<file path="src/rtl/pix_align_pipe.sv">
// pix_align_pipe: delays a pixel-pair word and its ZBT write address through
// independent pipelines. The data depth is fixed at build time. The address
// delay can be selected at runtime, and addr_valid is suppressed while the
// address pipe re-primes after the delay changes.
module pix_align_pipe #(
    parameter int DATA_W     = 36,
    parameter int ADDR_W     = 19,
    parameter int DATA_DELAY = 2,
    parameter int ADDR_DEPTH = 16,
    parameter int SEL_W      = 5
) (
    input  logic              clk,
    input  logic              reset,
    input  logic              en,
    input  logic              flush,
    input  logic [DATA_W-1:0] din,
    input  logic              din_valid,
    input  logic [ADDR_W-1:0] addr_in,
    input  logic [SEL_W-1:0]  addr_tap,
    output logic [DATA_W-1:0] dout,
    output logic              dout_valid,
    output logic [ADDR_W-1:0] addr_out,
    output logic              addr_valid,
    output logic              settling
);

    localparam int TAP_W = (ADDR_DEPTH > 1) ? $clog2(ADDR_DEPTH) : 1;
    localparam int CNT_W = $clog2(ADDR_DEPTH + 1);

    logic [DATA_W-1:0]     dat_q [DATA_DELAY];
    logic [DATA_DELAY-1:0] dvld_q;
    logic [ADDR_W-1:0]     adr_q [ADDR_DEPTH];
    logic [ADDR_DEPTH-1:0] avld_q;

    logic [TAP_W-1:0] tap_q, tap_d, tap_eff;
    logic [CNT_W-1:0] settle_cnt_q, settle_cnt_d;

    // Requested tap is clamped to the deepest address stage (unsigned compare).
    function automatic logic [TAP_W-1:0] clamp_tap(input logic [SEL_W-1:0] req);
        if (32'(req) >= 32'(ADDR_DEPTH - 1))
            return TAP_W'(ADDR_DEPTH - 1);
        else
            return TAP_W'(req);
    endfunction

    assign tap_eff = clamp_tap(addr_tap);

    // Data pipe: shift {valid, data} on enabled edges; flush only drops valids.
    always_ff @(posedge clk) begin
        if (reset) begin
            for (int i = 0; i < DATA_DELAY; i++) dat_q[i] <= '0;
            dvld_q <= '0;
        end else if (flush) begin
            dvld_q <= '0;
        end else if (en) begin
            dat_q[0]  <= din;
            dvld_q[0] <= din_valid;
            for (int i = 1; i < DATA_DELAY; i++) begin
                dat_q[i]  <= dat_q[i-1];
                dvld_q[i] <= dvld_q[i-1];
            end
        end
    end

    // Address pipe: same shifting as the data pipe, with its own depth.
    always_ff @(posedge clk) begin
        if (reset) begin
            for (int i = 0; i < ADDR_DEPTH; i++) adr_q[i] <= '0;
            avld_q <= '0;
        end else if (flush) begin
            avld_q <= '0;
        end else if (en) begin
            adr_q[0]  <= addr_in;
            avld_q[0] <= din_valid;
            for (int i = 1; i < ADDR_DEPTH; i++) begin
                adr_q[i]  <= adr_q[i-1];
                avld_q[i] <= avld_q[i-1];
            end
        end
    end

    // Tap/settle next state. A flush zeroes the counter but still accepts a new
    // tap, because the cleared valid bits already cover the re-prime.
    always_comb begin
        tap_d        = tap_q;
        settle_cnt_d = settle_cnt_q;
        if (flush) begin
            settle_cnt_d = '0;
            if (en && (tap_eff != tap_q)) tap_d = tap_eff;
        end else if (en) begin
            if (tap_eff != tap_q) begin
                tap_d        = tap_eff;
                settle_cnt_d = CNT_W'(tap_eff) + CNT_W'(1);
            end else if (settle_cnt_q != '0) begin
                settle_cnt_d = settle_cnt_q - CNT_W'(1);
            end
        end
    end

    // Tap/settle registers.
    always_ff @(posedge clk) begin
        if (reset) begin
            tap_q        <= '0;
            settle_cnt_q <= '0;
        end else begin
            tap_q        <= tap_d;
            settle_cnt_q <= settle_cnt_d;
        end
    end

    assign dout       = dat_q[DATA_DELAY-1];
    assign dout_valid = dvld_q[DATA_DELAY-1];
    assign settling   = (settle_cnt_q != '0);
    assign addr_out   = adr_q[tap_q];
    assign addr_valid = avld_q[tap_q] & ~settling;

endmodule

</file>
<file path="config.mk">
export PLATFORM = sky130hd
export DESIGN_NAME = pix_align_pipe
export DESIGN_NICKNAME = d
export VERILOG_FILES = /design/src/rtl/pix_align_pipe.sv
export SDC_FILE = /design/constraint.sdc
export NUM_CORES = 1
export LEC_CHECK = 0
export BUFFER_PORTS_ARGS = -buffer_cell sky130_fd_sc_hd__buf_4
export CAP_MARGIN = 20
export CORE_MARGIN = 1.5
export CORE_UTILIZATION = 40
export DETAILED_ROUTE_END_ITERATION = 10
export PLACE_DENSITY = 0.6
export SYNTH_ARGS = -nofsm -noshare
export SYNTH_HDL_FRONTEND = slang
export SYNTH_SLANG_ARGS = --single-unit
</file>
<file path="constraint.sdc">
create_clock -name clk -period 23.2 [get_ports clk]
set_clock_uncertainty 0.05 [all_clocks]
set_input_delay 1.16 -clock clk [delete_from_list [all_inputs] [get_ports clk]]
set_output_delay 1.16 -clock clk [all_outputs]
set_load 0.02 [all_outputs]
</file>
# Word-level counts from Yosys, hierarchy flattened
# Memory sizes are Yosys's and may differ from the RTL's. A register that Yosys moved wholly into a read port is not among the register bits.
# Index checks and enable logic that the tools add are counted.
# op_classes
n_addsub,2
div_mod_pow,0
mux,35
n_eq_ne,2
magnitude_cmp,2
n_mul,0
n_reduce_logical,8
shift,0
bitwise,20
# ops
operator,count
19-bit two-way mux,16
36-bit two-way mux,2
4-bit two-way mux,7
1-bit OR,18
5-bit two-way mux,2
1-bit two-way mux,7
2-bit nonzero test,3
"4-bit by 1-bit adder with 5-bit output, second input constant",1
"5-bit by 4-bit greater-or-equal comparator with 1-bit output, second input constant",1
"4-bit by 5-bit < comparator with 1-bit output, second input constant",1
5-bit nonzero test,1
"5-bit by 1-bit subtractor with 5-bit output, second input constant",1
1-bit binary-select mux with 4-bit select,1
4-bit inequality test,1
3-bit AND reduction,1
"2-bit by 1-bit inequality test with 1-bit output, second input constant",1
2-bit AND reduction,1
2-bit OR reduction,1
1-bit AND,1
1-bit logical AND,1
1-bit inverter,1
# word_totals
mem_count,2
wordCells,75
out_inout_bits,58
ram_bits,376
romBits,0
register_bits,27
latchBits,0
# mem_list
name,words,word_bits,rd,rd_clocked_by_memory_dff,wr,line,text
adr_q,16,19,16,1,16,32,logic [ADDR_W-1:0] adr_q [ADDR_DEPTH];
dat_q,2,36,2,0,2,30,logic [DATA_W-1:0] dat_q [DATA_DELAY];

# Logic depth before layout (Yosys ltp)
# Gate-level depths: netlist (run 1).
# depth
word_depth,8
depth_mapped,8

# Worst setup path after synthesis (run 1)
# OpenSTA, ideal clock, no wires.
# synth_timing
path_type,input-to-reg
start,input port en
end,"memory adr_q[0][0], enable pin"
path_slack_ns,3.317
required_ns,21.958
arrival_ns,18.641
stages,3
path_buffers,1
cell_sequence,buf_2 > inv_1 > o21bai_1
# synth_lines
element,line,text
start: declaration,14,"input logic en,"
end: declaration,32,

==> results of run 1 <==
## stage by stage
step | hold WS, ns | area [sq um] | total power [mW] | cells
final | 0.4373 | 20240 | 1.636 | 1797
after global routing | 0.4700 | 20240 | 1.698 | 1797
after CTS | 0.4466 | 20200 | 1.658 | 1795
after detailed placement | 0.4339 | 18980 | 1.040 | 1719
after global placement | 0.4181 | 18980 | 1.039 | 1719
after floorplan | 0.4048 | 17810 | 1.012 | 1102
## power breakdown
part           internal (mW)  switching, mW  leakage, nW
sequential             0.851         0.0293         4.22
combinational         0.0723         0.0709         2.56
clock                  0.340          0.272        0.587
## tightest hold or removal path, stage by stage (launching register included)
cell,delay (ns)
dfxtp_1,0.32
mux2i_1,0.06
nor2_1,0.07
## registers in the layout (all words and copies together), names as in the netlist, named ones only
register and count:
settle_cnt_q 5, tap_q 4, dat_q 72, adr_q 304, avld_q 15, dvld_q 1
## per-layer routing
| metal | part of all wire [%] | vias up |
|---|---|---|
| met5 | 0 | - |
| met4 | 1.8 | 0 |
| met3 | 3.2 | 40 |
| met2 | 47 | 113 |
| met1 | 48 | 4540 |
| li1 | - | 4153 |
## layout make-up
| class | count | area share [%] |
|---|---|---|
| multi-input cells | 583 | 26.35 |
| clock inverters | 20 | 0.4574 |
| inverters | 6 | 0.1112 |
| clock buffers | 56 | 5.562 |
| flip-flops and latches | 405 | 58.69 |
| repair buffers | 135 | 5.167 |
| well taps | 592 | 3.659 |
## cells in the mapped netlist, drive strengths merged
library cell,n
nor3b,1
nor2,31
nor4b,1
a311oi,2
a31oi,3
or4,1
mux2i,17
inv,6
o32a,2
a2bb2oi,1
a211oi,7
and2,263
nand3,4
or3,1
nand4bb,1
clkbuf,50
o21ai,2
xor2,2
ha,3
a21oi,5
a32o,1
nor3,3
o32ai,1
o21bai,1
edfxtp,376
dfxtp,29
nand2,7
mux2,1
nor2b,117
nor4,1
xnor2,3
buf,58
mux4,100
or2,1
## kinds of logic after synthesis
logic type / after synthesis
simple gates: 432
xor+xnor: 5
fa+ha+maj: 3
compound gates: 25
mux: 118
buf+inv: 114
flops: 405
## final timing paths
check	from	to	slack, ns	cells past startpoint
setup / recovery	flip-flop	addr_out[3]	18.45	4
hold / removal	avld_q[15]	avld_q[15]	0.44	2
setup reg to reg	settle_cnt_q[0]	settle_cnt_q[2]	21.00	8
hold reg to reg	avld_q[15]	avld_q[15]	0.44	2
==> flow_summary.json, run 1 <==
{
  "cts_root_buf": "clkbuf_16",
  "yosys.area_share.adder_pct": 0.2108,
  "cts_tree": "yes",
  "start_util_pct": 40.45,
  "ys_warn_count": 0,
  "hold_viol_final": 0,
  "worstSetupPathType": "flip-flop to primary output",
  "synth_area_leaders": "edfxtp_1 63%, mux4_2 13%, and2_1 9.2%",
  "max_stage_delay_ns": 0.84,
  "syn_to_final_growth_pct": 13.67,
  "rsz0062_at_grt": "no",
  "busiest_layer": "met2",
  "wl_per_cell_microns": 18.00,
  "io_pins": 123,
  "rows": 77,
  "yosysTopAreaCell": "edfxtp_1",
  "slew_violations": 0,
  "synth_top_family_by_area": "simple AND/OR/NAND/NOR gates",
  "numCtsBuffers": 42,
  "seqCellArea_sq_um": 11880,
  "grt_max_degree": 120,
  "path_clk_slew_ns": 0.06,
  "fmax_ghz": 0.2107,
  "hold_buffers": 0,
  "status": "finished, final reports clean",
  "vias": 8846,
  "syn_area_sq_um": 17810,
  "setup_viol": 0,
  "ys_types": 38,
  "gp_congestion": 0.7528,
  "grt_use_met1_pct": 21.47,
  "synth_fp_nets": 1170,
  "drc": 0,
  "leakage_nw": 7.369,
  "ant_nets": 0,
  "hpwl_microns": 18940,
  "hp-class": "flip-flop to flip-flop",
  "antenna_cells": 0,
  "htree_num_levels": 2,
  "cts.sinks": 405,
  "grt-ovfl-total": 0,
  "crit_fanout": 41,
  "clk_latency_ns": 0.55,
  "drt_iter0_drc": 797,
  "vias_per_cell": 4.923,
  "final.period_utilization_pct": 20.46,
  "synth_xor_area_share_pct": 0.2459,
  "finalWirelength_microns": 32350,
  "port_buffers": 122,
  "path_cells": "buf_4, mux4_2, mux4_2, buf_4",
  "worst_pin_slew_ns": 1.025,
  "final_common_cell": "edfxtp_1",
  "cts_resized": 0,
  "fin_crit_ns": 4.746,
  "avgSynthCellArea_sq_um": 16.16,
  "fp.dieW_microns": 214.0,
  "grt_use_met2_pct": 21.74,
  "final_cell_mix": "376 x edfxtp_1, 263 x and2_1, 133 x buf_4",
  "synth-compound-area-share_pct": 1.047,
  "synth.area.mux_share_pct": 13.66,
  "cp_top_family": "multiplexers",
  "max_slew_margin_pct": 31.65,
  "power_density_nw_per_um2": 80.80,
  "fill_cells": 3816,
  "cts_setup_buffers": 0,
  "worstPathArrival_ns": 3.54,
  "pre_cts_ws_ns": 18.81,
  "worstSetupEndpointType": "primary output",
  "synth_top_area_share_pct": 63.40,
  "synthCells": 1102,
  "core-area_sq_um": 44030,
  "grt_pass1_vias": 8928,
  "gr-usage-met3_pct": 2.644,
  "firstDrtPassIters": 7,
  "drive_above_1_share_pct": 24.40,
  "required_ns": 21.99,
  "fin_setup_tns_ns": 0,
  "drv_cap": 0,
  "grt_pass1_wl_microns": 52200,
  "dieArea_sq_um": 45800,
  "yosysSeqAreaShare_pct": 66.66,
  "start_kind": "flip-flop",
  "crit_buf_inv": 2,
  "final_core_utilization_pct": 45.98,
  "yosys_register_bits": 405,
  "antenna_found_initial": 0,
  "slowest_stage": "dfxtp_4",
  "multiInputGateArea_sq_um": 5335,
  "synth_simple_gate_area_share_pct": 14.70,
  "die_h_microns": 214.0,
  "setup_ws_ns": 18.45,
  "track_usage_pct": 14.45,
  "ir_drop_v": 0.00005030,
  "max-clock-path-buffers": 3,
  "fin_nets": 1241
}
Note: power is estimated with default switching activity, not from simulation.
==> run 2, diff against run 1 <==
ABC_AREA = 1   (was unset)
clock period = 4.4 ns   (was 23.2 ns; I/O delays follow)
==> run 2 against run 1 <==
Via count increased by 41%; synthesized area increased by 5.0%; core utilization increased by 0.95 points; sequential power increased to 5.2 times the previous value; die area increased by 5.0%; synthesized cell count increased by 75%; register-to-register slack got worse by 19 ns; global-route usage increased by 1.6 points; sequential cell count unchanged; largest power group unchanged; highest routed layer unchanged.
==> flow_summary.json, run 2 <==
{
  "slew_violations": 0,
  "gp_congestion": 0.7910,
  "worst_pin_slew_ns": 1.045,
  "numCtsBuffers": 43,
  "synth_area_leaders": "edfxtp_1 60%, nor2_1 8.4%, inv_1 7.9%",
  "reg2reg_depth": 10,
  "leakage_nw": 9.011,
  "die_h_microns": 219.3,
  "p_comb_share_pct": 11.1,
  "reg_top3": "adr_q: 304 flops, dat_q: 72 flops, avld_q: 15 flops",
  "stdcell_count": 2669,
  "drive_above_1_share_pct": 11.45,
  "synth-compound-area-share_pct": 9.918,
  "cts_root_buf": "clkbuf_16",
  "final_core_utilization_pct": 46.93,
  "switchingPower_mw": 2.197,
  "hold_buffers": 58,
  "max_slew_margin_pct": 30.09,
  "cts.sinks": 405,
  "synth_top_family_by_area": "simple AND/OR/NAND/NOR gates",
  "fmax_ghz": 0.3273,
  "fill_cells": 4302,
  "drt_iter0_drc": 984,
  "synthArstFlopShare_pct": 0,
  "firstDrtPassIters": 7,
  "rsz0062_at_grt": "no",
  "fin_setup_tns_ns": 0,
  "status": "finished, final reports clean",
  "timing.rr.start": "tap_q[0]",
  "r2r_setup_slack_ns": 2.50,
  "fin_crit_ns": 3.055,
  "synth_xor_area_share_pct": 0.1404,
  "htree_num_levels": 2,
  "total_power_mw": 8.949,
  "power_density_nw_per_um2": 411.3,
  "clk_latency_ns": 0.56,
  "start_kind": "flip-flop",
  "vias": 12470,
  "max-clock-path-buffers": 3,
  "holdPathEnd": "settle_cnt_q[0]",
  "ys_warn_count": 0,
  "synth_top_area_share_pct": 60.35,
  "hpwl_microns": 22120,
  "final_common_cell": "nor2_1",
  "seqCellArea_sq_um": 11880,
  "synthCells": 1931,
  "dp_cells": 2538,
  "hold_viol_final": 0,
  "grt-ovfl-total": 0,
  "synth_ff_type": "edfxtp_1",
  "final_area_sq_um": 21760,
  "antenna_found_initial": 0,
  "track_usage_pct": 16.06,
  "start_util_pct": 40.36,
  "fin_nets": 2102,
  "path_clk_slew_ns": 0.06,
  "min_from": "addr_tap[0]",
  "placed_area_sq_um": 19910,
  "multiInputGateArea_sq_um": 4587,
  "worstSetupPathType": "flip-flop to primary output",
  "wl_per_cell_microns": 14.13,
  "io_pins": 123,
  "yosysTopAreaCell": "edfxtp_1",
  "ys_top_cells_by_count": "420 x nor2_1, 393 x inv_1, 376 x edfxtp_1",
  "port_buffers": 122,
  "grt_max_degree": 127,
  "regMostFlops": "adr_q",
  "setup_viol": 0,
  "swShare_pct": 24.55,
  "cts_setup_buffers": 0,
  "core-area_sq_um": 46360,
  "vias_per_cell": 4.673,
  "power_frac_clock_pct": 37.5,
  "syn_area_sq_um": 18710,
  "synth.area.mux_share_pct": 0,
  "hold_depth": 6,
  "synth_fp_nets": 1999,
  "rows": 79,
  "final_cell_mix": "420 x nor2_1, 393 x inv_1, 376 x edfxtp_1",
  "ant_nets": 0,
  "synth-edff-count": 376,
  "final.period_utilization_pct": 69.44,
  "drc": 0,
  "fp.dieW_microns": 219.3,
  "syn_to_final_growth_pct": 16.30,
  "seqPwrFrac_pct": 51.4,
  "yosys_register_bits": 405,
  "worstPathArrival_ns": 2.79,
  "cts_resized": 0,
  "synth_simple_gate_area_share_pct": 14.13,
  "required_ns": 4.13,
  "drv_cap": 0,
  "largest_reg_flops": 304,
  "r2r_end": "settle_cnt_q[4]",
  "yosysSeqAreaShare_pct": 63.46,
  "antenna_cells": 0,
  "crit_fanout": 51,
  "ys_types": 28,
  "hp-class": "input port to flip-flop",
  "internal-power_mw": 6.752,
  "ir_drop_v": 0.0003134,
  "grt_pass1_vias": 12180,
  "finalWirelength_microns": 37710,
  "avgSynthCellArea_sq_um": 9.688,
  "dieArea_sq_um": 48080,
  "worstSetupEndpointType": "primary output",
  "post-synth-top-count-cell": "nor2_1",
  "cts_tree": "yes",
  "grt_pass1_wl_microns": 62430,
  "yosys.area_share.adder_pct": 0.2006
}
## run 2: changes by cell type after synthesis, sizes merged, moves of 117 or more
cell	change
nor2	+396
a21oi	+131
nor2b	-117
inv	+391
and2	-263
nand2	+137
## run 2: worst max path at each step
stage	from	depth (start not counted)	slack, ns	end
after detailed placement	reset	5	1.82	adr_q[2][18]
final	flip-flop	5	1.34	addr_out[9]
after global placement	reset	5	1.86	dat_q[0][61]
after CTS	flip-flop	5	1.26	addr_out[9]
after floorplan	en	4	-2.72	adr_q[0][0]
after global routing	flip-flop	7	1.08	addr_out[3]
## run 2: power groups by stage
stage                     Clock, mW  Combinational, mW  Sequential, mW
after global routing           3.57               1.13            4.63
after floorplan                   0              0.689            4.66
final                          3.36              0.997            4.60
after CTS                      3.45               1.01            4.60
after detailed placement          0              0.967            4.68
after global placement            0              0.958            4.67
## run 2: layout make-up
class | instances | area share [%]
clock inverters | 16 | 0.4256
flip-flops and latches | 405 | 54.60
inverters | 399 | 6.930
multi-input cells | 980 | 21.08
clock buffers | 57 | 5.383
well taps | 607 | 3.491
repair buffers | 205 | 8.086
## run 2: critical path: stages, from the launching register on
cell and delay (ns):
dfxtp_4 0.73, inv_1 0.64, o211ai_1 0.37, o211ai_1 0.13
nand2_1 0.16, buf_4 0.17
## run 2: cell families after synthesis
family	Yosys count
AO/OA/AOI/OAI	326
XOR/XNOR	3
adder cells (fa/ha/maj)	3
buffers and inverters	546
flip-flops	405
AND/OR/NAND/NOR	648
## run 2: metrics by stage
step	hold WS, ns	setup slack [ns]
2_1_floorplan	0.3105	-2.720
3_3_place_gp	0.4111	1.863
3_5_place_dp	0.4138	1.824
4_1_cts	0.005875	1.263
5_1_grt	0.04596	1.084
6_report	0.03258	1.345
## run 2: layer usage
layer	vias up	routed length [microns]	global-route usage, %
met1	5856	17790	22.60
met4	0	874	5.000
met3	62	1366	2.827
met5	-	0	0
li1	6379	-	-
met2	176	17680	25.23
